**src/rtl/fft_ctrl_pkg.sv**
```systemverilog
`default_nettype none
// +----------------------------------------------------------------------+
// | fft_ctrl_pkg: shared state encoding and derived FFT sizing constants |
// | Rev 1.0                                                              |
// +----------------------------------------------------------------------+
package fft_ctrl_pkg;

  localparam logic [2:0] ENC_IDLE  = 3'd0;
  localparam logic [2:0] ENC_INIT  = 3'd1;
  localparam logic [2:0] ENC_RUN   = 3'd2;
  localparam logic [2:0] ENC_DRAIN = 3'd3;
  localparam logic [2:0] ENC_FIN   = 3'd4;

  typedef enum logic [2:0] {
    ST_IDLE  = ENC_IDLE,
    ST_INIT  = ENC_INIT,
    ST_RUN   = ENC_RUN,
    ST_DRAIN = ENC_DRAIN,
    ST_FIN   = ENC_FIN
  } ctrl_state_t;

  // Butterflies per stage for a 2^awl-point transform.
  function automatic int n_bf(input int awl);
    return 1 << (awl - 1);
  endfunction

  function automatic int n_stage(input int awl);
    return awl;
  endfunction

  function automatic int stage_w(input int awl);
    return (awl > 2) ? $clog2(awl) : 1;
  endfunction

endpackage
`default_nettype wire

```
**src/rtl/fft_valid_delay.sv**
```systemverilog
`default_nettype none
// +----------------------------------------------------------------------+
// | fft_valid_delay: DEPTH-cycle valid shift register, async clear       |
// | Rev 1.0                                                              |
// +----------------------------------------------------------------------+
module fft_valid_delay #(
  parameter int DEPTH = 4
) (
  input  logic CLK,
  input  logic RST_N,
  input  logic VALID_IN,
  output logic VALID_OUT
);

  logic [DEPTH-1:0] r_sr;

  always_ff @(posedge CLK or negedge RST_N) begin
    if (!RST_N) begin
      r_sr <= '0;
    end else begin
      r_sr[0] <= VALID_IN;
      for (int i = 1; i < DEPTH; i++) begin
        r_sr[i] <= r_sr[i-1];
      end
    end
  end

  assign VALID_OUT = r_sr[DEPTH-1];

endmodule
`default_nettype wire

```
**src/rtl/fft_stage_controller.sv**
```systemverilog
`default_nettype none
// +----------------------------------------------------------------------+
// | fft_stage_controller: sequences one in-place radix-2 FFT frame       |
// | Rev 1.0                                                              |
// +----------------------------------------------------------------------+
module fft_stage_controller
  import fft_ctrl_pkg::*;
#(
  parameter int AWL      = 5,
  parameter int PIPE_LAT = 4,
  parameter int SWL      = stage_w(AWL)
) (
  input  logic           CLK,
  input  logic           RST_N,
  input  logic           START,
  input  logic           HOLD,
  output logic           BUSY,
  output logic           DONE,
  output logic           AG_RST,
  output logic           AG_EN,
  output logic           AG_LAY_EN,
  output logic           RD_EN,
  output logic           WR_EN,
  output logic [SWL-1:0] STAGE,
  output logic [AWL-2:0] BF_IDX
);

  localparam int N_BF    = n_bf(AWL);
  localparam int N_STAGE = n_stage(AWL);
  localparam int DCW     = (PIPE_LAT > 1) ? $clog2(PIPE_LAT) : 1;

  localparam logic [AWL-2:0] BF_LAST    = (AWL-1)'(N_BF - 1);
  localparam logic [AWL-2:0] BF_ONE     = (AWL-1)'(1);
  localparam logic [SWL-1:0] STAGE_LAST = SWL'(N_STAGE - 1);
  localparam logic [SWL-1:0] STAGE_ONE  = SWL'(1);
  localparam logic [DCW-1:0] DRAIN_LAST = DCW'(PIPE_LAT - 1);
  localparam logic [DCW-1:0] DRAIN_ONE  = DCW'(1);

  ctrl_state_t    r_state;
  logic           r_busy;
  logic           r_done;
  logic           r_ag_rst;
  logic           r_lay_en;
  logic [SWL-1:0] r_stage;
  logic [AWL-2:0] r_bf_idx;
  logic [DCW-1:0] r_drain_cnt;
  logic           w_issue;

  // Issue is the only path from an input straight to an output.
  assign w_issue = (r_state == ST_RUN) && !HOLD;

  always_ff @(posedge CLK or negedge RST_N) begin
    if (!RST_N) begin
      r_state     <= ST_IDLE;
      r_busy      <= 1'b0;
      r_done      <= 1'b0;
      r_ag_rst    <= 1'b0;
      r_lay_en    <= 1'b0;
      r_stage     <= '0;
      r_bf_idx    <= '0;
      r_drain_cnt <= '0;
    end else begin
      r_ag_rst <= 1'b0;
      r_lay_en <= 1'b0;
      r_done   <= 1'b0;
      case (r_state)
        ST_IDLE: begin
          if (START) begin
            r_state  <= ST_INIT;
            r_busy   <= 1'b1;
            r_ag_rst <= 1'b1;
            r_stage  <= '0;
            r_bf_idx <= '0;
          end
        end
        ST_INIT: begin
          r_state  <= ST_RUN;
          r_stage  <= '0;
          r_bf_idx <= '0;
        end
        ST_RUN: begin
          if (!HOLD) begin
            r_bf_idx <= r_bf_idx + BF_ONE;
            if (r_bf_idx == BF_LAST) begin
              r_state     <= ST_DRAIN;
              r_lay_en    <= 1'b1;
              r_drain_cnt <= '0;
            end
          end
        end
        ST_DRAIN: begin
          // Last write-back of the stage lands in the final drain cycle.
          if (r_drain_cnt == DRAIN_LAST) begin
            if (r_stage == STAGE_LAST) begin
              r_state <= ST_FIN;
              r_done  <= 1'b1;
            end else begin
              r_stage <= r_stage + STAGE_ONE;
              r_state <= ST_RUN;
            end
          end else begin
            r_drain_cnt <= r_drain_cnt + DRAIN_ONE;
          end
        end
        ST_FIN: begin
          r_state <= ST_IDLE;
          r_busy  <= 1'b0;
        end
        default: begin
          r_state <= ST_IDLE;
          r_busy  <= 1'b0;
        end
      endcase
    end
  end

  fft_valid_delay #(
    .DEPTH (PIPE_LAT)
  ) u_wr_delay (
    .CLK       (CLK),
    .RST_N     (RST_N),
    .VALID_IN  (w_issue),
    .VALID_OUT (WR_EN)
  );

  assign BUSY      = r_busy;
  assign DONE      = r_done;
  assign AG_RST    = r_ag_rst;
  assign AG_EN     = w_issue;
  assign RD_EN     = w_issue;
  assign AG_LAY_EN = r_lay_en;
  assign STAGE     = r_stage;
  assign BF_IDX    = r_bf_idx;

endmodule
`default_nettype wire

```
**config.mk**
```make
export PLATFORM = sky130hd
export DESIGN_NAME = fft_stage_controller
export DESIGN_NICKNAME = d
export VERILOG_FILES = /design/src/rtl/fft_ctrl_pkg.sv /design/src/rtl/fft_valid_delay.sv /design/src/rtl/fft_stage_controller.sv
export SDC_FILE = /design/constraint.sdc
export NUM_CORES = 1
export LEC_CHECK = 0
export ABC_AREA = 0
export CORE_ASPECT_RATIO = 1.2
export CORE_UTILIZATION = 42
export CTS_BUF_LIST = sky130_fd_sc_hd__clkbuf_2 sky130_fd_sc_hd__clkbuf_4 sky130_fd_sc_hd__clkbuf_8
export DETAILED_ROUTE_END_ITERATION = 10
export PLACE_DENSITY = 0.75
export SLEW_MARGIN = 20
export SYNTH_ARGS = -nofsm -noshare
export SYNTH_HDL_FRONTEND = slang
export SYNTH_SLANG_ARGS = --single-unit
```
**constraint.sdc**
```tcl
create_clock -name CLK -period 1.5 [get_ports CLK]
set_clock_uncertainty 0.05 [all_clocks]
set_input_delay 0.15 -clock CLK [delete_from_list [all_inputs] [get_ports CLK]]
set_output_delay 0.15 -clock CLK [all_outputs]
set_load 0.005 [all_outputs]
```
# Word level (Yosys, flattened, before mapping)
# Cells that the tools add are included.
[word_totals] reg_bits=20 output_inout_bits=14
[op_classes] addsub=3 eq_ne=12 mux=27 bitwise=1 n_reduce_logical=12
[op_table] op="$mux W3" count=8
[op_table] op="$pmux W3 S4" count=1
[op_table] op="$pmux W4 S3" count=1
[op_table] op="$reduce_and A4 Y1" count=3
[op_table] op="$ne A2 B2 Y1 const B" count=5
[op_table] op="$mux W1" count=9
[op_table] op="$pmux W3 S3" count=1
[op_table] op="$mux W4" count=2
[op_table] op="$eq A3 B2 Y1 const B" count=2
[op_table] op="$mux W2" count=3
[op_table] op="$reduce_bool A3 Y1" count=2
[op_table] op="$add A4 B1 Y4 const B" count=1
[op_table] op="$eq A4 B4 Y1 const B" count=1
[op_table] op="$pmux W2 S2" count=1
[op_table] op="$add A3 B1 Y3 const B" count=1
[op_table] op="$eq A3 B1 Y1 const B" count=1
[op_table] op="$eq A3 B3 Y1 const B" count=1
[op_table] op="$logic_not A3 Y1" count=1
[op_table] op="$reduce_and A3 Y1" count=1
[op_table] op="$reduce_or A3 Y1" count=1
[op_table] op="$add A2 B1 Y2 const B" count=1
[op_table] op="$eq A2 B2 Y1 const B" count=1
[op_table] op="$ne A2 B1 Y1 const B" count=1
[op_table] op="$pmux W1 S2" count=1
[op_table] op="5 further kinds" count=5

# Logic depth before layout (Yosys ltp)
[depth] ltp_word=4 depth_mapped=6 depth_no_buf=6

# Modules after synthesis
# A second synthesis with hierarchy kept.
[hier_totals] hier_cells=87 area_unflattened_um2=933.4
[by_module_without_submodules] mod="fft_stage_controller" instances=1 cells_per_inst=83 area_each_um2=833.3 seq_area_each_um2=400.4
[by_module_without_submodules] mod="fft_valid_delay" instances=1 cells_per_inst=4 area_each_um2=100.1 seq_area_each_um2=100.1

# Least setup slack after synthesis
# No wires, ideal clock.
[synth_path] kind="register to register" startpoint="register r_state[0]" endpoint="register r_drain_cnt[0]" setup_time_ns=0.125 t_arrival_ns=1.338 path_slack_ns=-0.013 path_stages_with_launch=5 path_buffers=0 synth_period_minus_slack_ns=1.513 cell_sequence="dfrtp_1 > or4b_4 > nor2_4 > nor2_1 > mux2_4"
[synth_via] elab_chain_cells=3 word_cells_on_any_way=8
[synth_rtl] element="start, declared" line="fft_stage_controller.sv:39" rtl="ctrl_state_t r_state;"
[synth_rtl] element="start signal, assigned" line="fft_stage_controller.sv:54" rtl="r_state <= ST_IDLE;"
[synth_rtl] element="start signal, assigned" line="fft_stage_controller.sv:69" rtl="r_state <= ST_INIT;"
[synth_rtl] element="start signal, assigned" line="fft_stage_controller.sv:77" rtl="r_state <= ST_RUN;"
[synth_rtl] element="$eq A3 B2 Y1" line="fft_stage_controller.sv:66" rtl="case (r_state)"
[synth_rtl] element="$ne A2 B2 Y1 (no source line) (tied with other cells)"
[synth_rtl] element="$reduce_and A4 Y1 (no source line)"
[synth_rtl] element="end signal, assigned" line="fft_stage_controller.sv:102" rtl="r_drain_cnt <= r_drain_cnt + DRAIN_ONE;"
[synth_rtl] element="end, declared" line="fft_stage_controller.sv:46" rtl="logic [DCW-1:0] r_drain_cnt;"
# Parallel ways exist; a longest one is shown, timed or not.
# A chain may end at the register's enable or synchronous reset.

# Final worst setup path
[layout_path] startpoint="register r_state[2]" endpoint="output port AG_EN"
[layout_via] elab_chain_cells=2
[layout_rtl] element="$eq A3 B2 Y1" line="fft_stage_controller.sv:50" rtl="assign w_issue = (r_state == ST_RUN) && !HOLD;"
[layout_rtl] element="$logic_and A1 B1 Y1" line="fft_stage_controller.sv:50"
[layout_rtl] element="end, declared" line="fft_stage_controller.sv:20" rtl="output logic AG_EN,"
# No other way between the ends.

==> impl_metrics.ini <==
[critical_path]
max_stage_delay_ps = 550
required_ps = 1300
arrival_ps = 1480
crit_path_frequent_cell = buf_6
cp_max_fo = 3
cp_slowest_cell = or4b_4
critPathLaunchType = flop
crit_chain = or4b_4, inv_4, buf_6, buf_6
worstSetupPathType = flop to output pin
setup.worst_path.end_class = output pin
r2r_cells = 5

[power_and_ir_drop]
ir_drop_v = 0.000631
p_sw_frac = 0.322
combPwrFrac = 0.434
power_uw = 1790
intPower_uw = 1210
power.density_nw_per_um2 = 1410
p_leak_uw = 0.000631
power_frac_seq = 0.428
switching_power_uw = 574
p_clk_frac = 0.137

[yosys]
synth_area_um2 = 885
syn_nets = 90
syn_inst = 82
ys_seq_area_frac = 0.566
synth.avg_cell_area_um2 = 10.8
yosysUniqueCellTypes = 26
synth_seq_cells = 20
ys.warnings.count = 0

[status]
violations = setup timing
outcome = finished with violations

[route]
antenna_left = 0
post_drt_wl_per_cell_um = 13.9
routed_wl_um = 1920
drt-initial-drc-count = 14
drc_errors = 0
dr.pass1.iters = 6
dr_total_vias = 762
routed_via_density = 5.52

[placement]
dp_cells = 126
gp_congestion = 0.753
pre_cts_ws_ps = -465
hpwlAfterDp_um = 1250
port_buffers = 17
place_area_um2 = 1150

[layout]
fin_util = 0.661
finalNonFillerCells = 138
fillers = 161
antenna_cells = 0
final_area_um2 = 1260
drive_gt1_frac = 0.294
area_growth_pct = 43.0
finalNetCount = 129

[cts]
insertion_delay_ps = 290
holdBufCountCts = 0
tritoncts = built
ctsLongestPathBuffers = 2
root_buffer = clkbuf_4
cts.sink_count = 20
htree_levels = 1
cts.clk_slew.worst_paths_ps = 110
cts_made_buffers = 3

[sta]
rsz0062_at_grt = true
fin_crit_ps = 1680
final_hold_viol_count = 0
fmax_mhz = 594
fin_crit_sh = 1.12
slew_headroom = 0.827
tightest_slew_ps = 255
final.setup.worst_slack_ps = -185
slew_viol_final = 0
setup_viol = 8

[grt]
grt_pass1_vias = 745
grt.total_usage = 0.185
grt_pass1_wl_um = 3080
antenna_found_initial = 0
grt_max_degree = 21
gr-total-overflow = 0

[floorplanning]
core-area_um2 = 1910
die_w_um = 43.9
initial_core_util = 0.462
dieArea_um2 = 2290
fp.dieH_um = 52.3
rows = 17
top_level_ports = 18

[min_path]
min_path_type = input pin to async pin

[run]
max_cap_viol_count = 0
[logic make-up after synthesis]
kind of cell    Yosys count  share of synthesized area
compound gates           15                      0.110
simple gates             32                      0.187
buf+inv                   8                     0.0410
mux                       3                     0.0396
fa+ha+maj                 4                     0.0566
flops                    20                      0.566
[cell usage after synthesis]
library cell   n  area share
buf_4          1      0.0085
o21ai_0        7       0.040
a211o_1        1      0.0099
dfrtp_1       20        0.57
a31oi_1        1      0.0071
nor2_4         1       0.013
nand3_1        4       0.023
clkbuf_1       1      0.0042
a22o_1         2       0.020
or4b_4         1       0.016
ha_1           4       0.057
buf_2          2       0.011
nor3_1         3       0.017
nand3b_1       1      0.0085
nand4_1        2       0.014
nand4b_1       1      0.0099
o32ai_1        1      0.0099
mux2i_1        2       0.023
nor4b_1        1      0.0099
nor2_1        12       0.051
mux2_4         1       0.017
a21oi_1        1      0.0057
o31a_1         1      0.0099
inv_1          4       0.017
a21o_1         1      0.0085
nand2_1        6       0.025
[cell type report]
cell class	instances	area, um2	share of cell area
tap	19	23.8	0.0188
inverter	4	17.5	0.0138
clock buffer	3	22.5	0.0178
timing repair buffer	38	345	0.273
multi-input combinational	54	353	0.279
sequential	20	503	0.398
[metal layers]
metal,vias up,GRT usage,share of wire
met5,-,0,0
li1,365,-,-
met2,14,0.326,0.53
met1,381,0.216,0.44
met4,0,0.0657,0.0062
met3,2,0.0448,0.025
[cells in the final DEF, fill, tap and decap left out, types with 3 or more instances in the layout]
master / n
buf_4: 17
buf_6: 6
clkbuf_4: 3
clkdlybuf4s50_1: 12
dfrtp_1: 18
ha_1: 3
inv_1: 3
nand2_1: 6
nand3_1: 4
nor2_1: 11
nor3_1: 3
o21ai_1: 6
[registers in the layout (all words and copies together) (netlist names)]
| name | flops |
|---|---|
| BF_IDX | 4 |
| r_state | 3 |
| AG_LAY_EN | 1 |
| r_drain_cnt | 2 |
| STAGE | 3 |
| DONE | 1 |
| u_wr_delay.r_sr | 4 |
| AG_RST | 1 |
| BUSY | 1 |
[path summary, 6_finish.rpt]
kind                                     from                 end  slack [ps]
setup reg to reg                   r_state[2]      r_drain_cnt[0]        -160
min in group CLK           u_wr_delay.r_sr[2]  u_wr_delay.r_sr[3]         310
hold reg to reg            u_wr_delay.r_sr[2]  u_wr_delay.r_sr[3]         310
max in group asynchronous               RST_N           BF_IDX[2]        1050
hold / removal                          RST_N           BF_IDX[1]         140
setup / recovery                   r_state[2]               AG_EN        -180
[worst max-delay path: cells and delay by family, from the launching register on]
kind / cells / cell delay (ps)
flip-flops: 1 / 400
AND/OR/NAND/NOR: 1 / 550
buffers and inverters: 3 / 240
[what timing repair did]
| item | in CTS | in global routing |
|---|---|---|
| buffers inserted | 8 | 3 |
| resized for setup | 20 | 8 |
| setup endpoints to repair | 9 | 17 |
| pin swaps | 7 | 2 |
[stage by stage]
step                TNS [ps]  hold WS, ps
floorplan                  0         -196
global placement       -2700          290
detailed placement     -3090          285
CTS                     -957          145
global route           -1490          147
finish                  -931          135
[power groups by stage]
stage,logic (uW),registers (uW),clock network [uW]
2_1_floorplan,341,761,0
3_3_place_gp,659,760,0
3_5_place_dp,685,766,0
4_1_cts,778,759,253
5_1_grt,846,786,271
6_report,775,765,245
(Power assumes the default switching activity.)
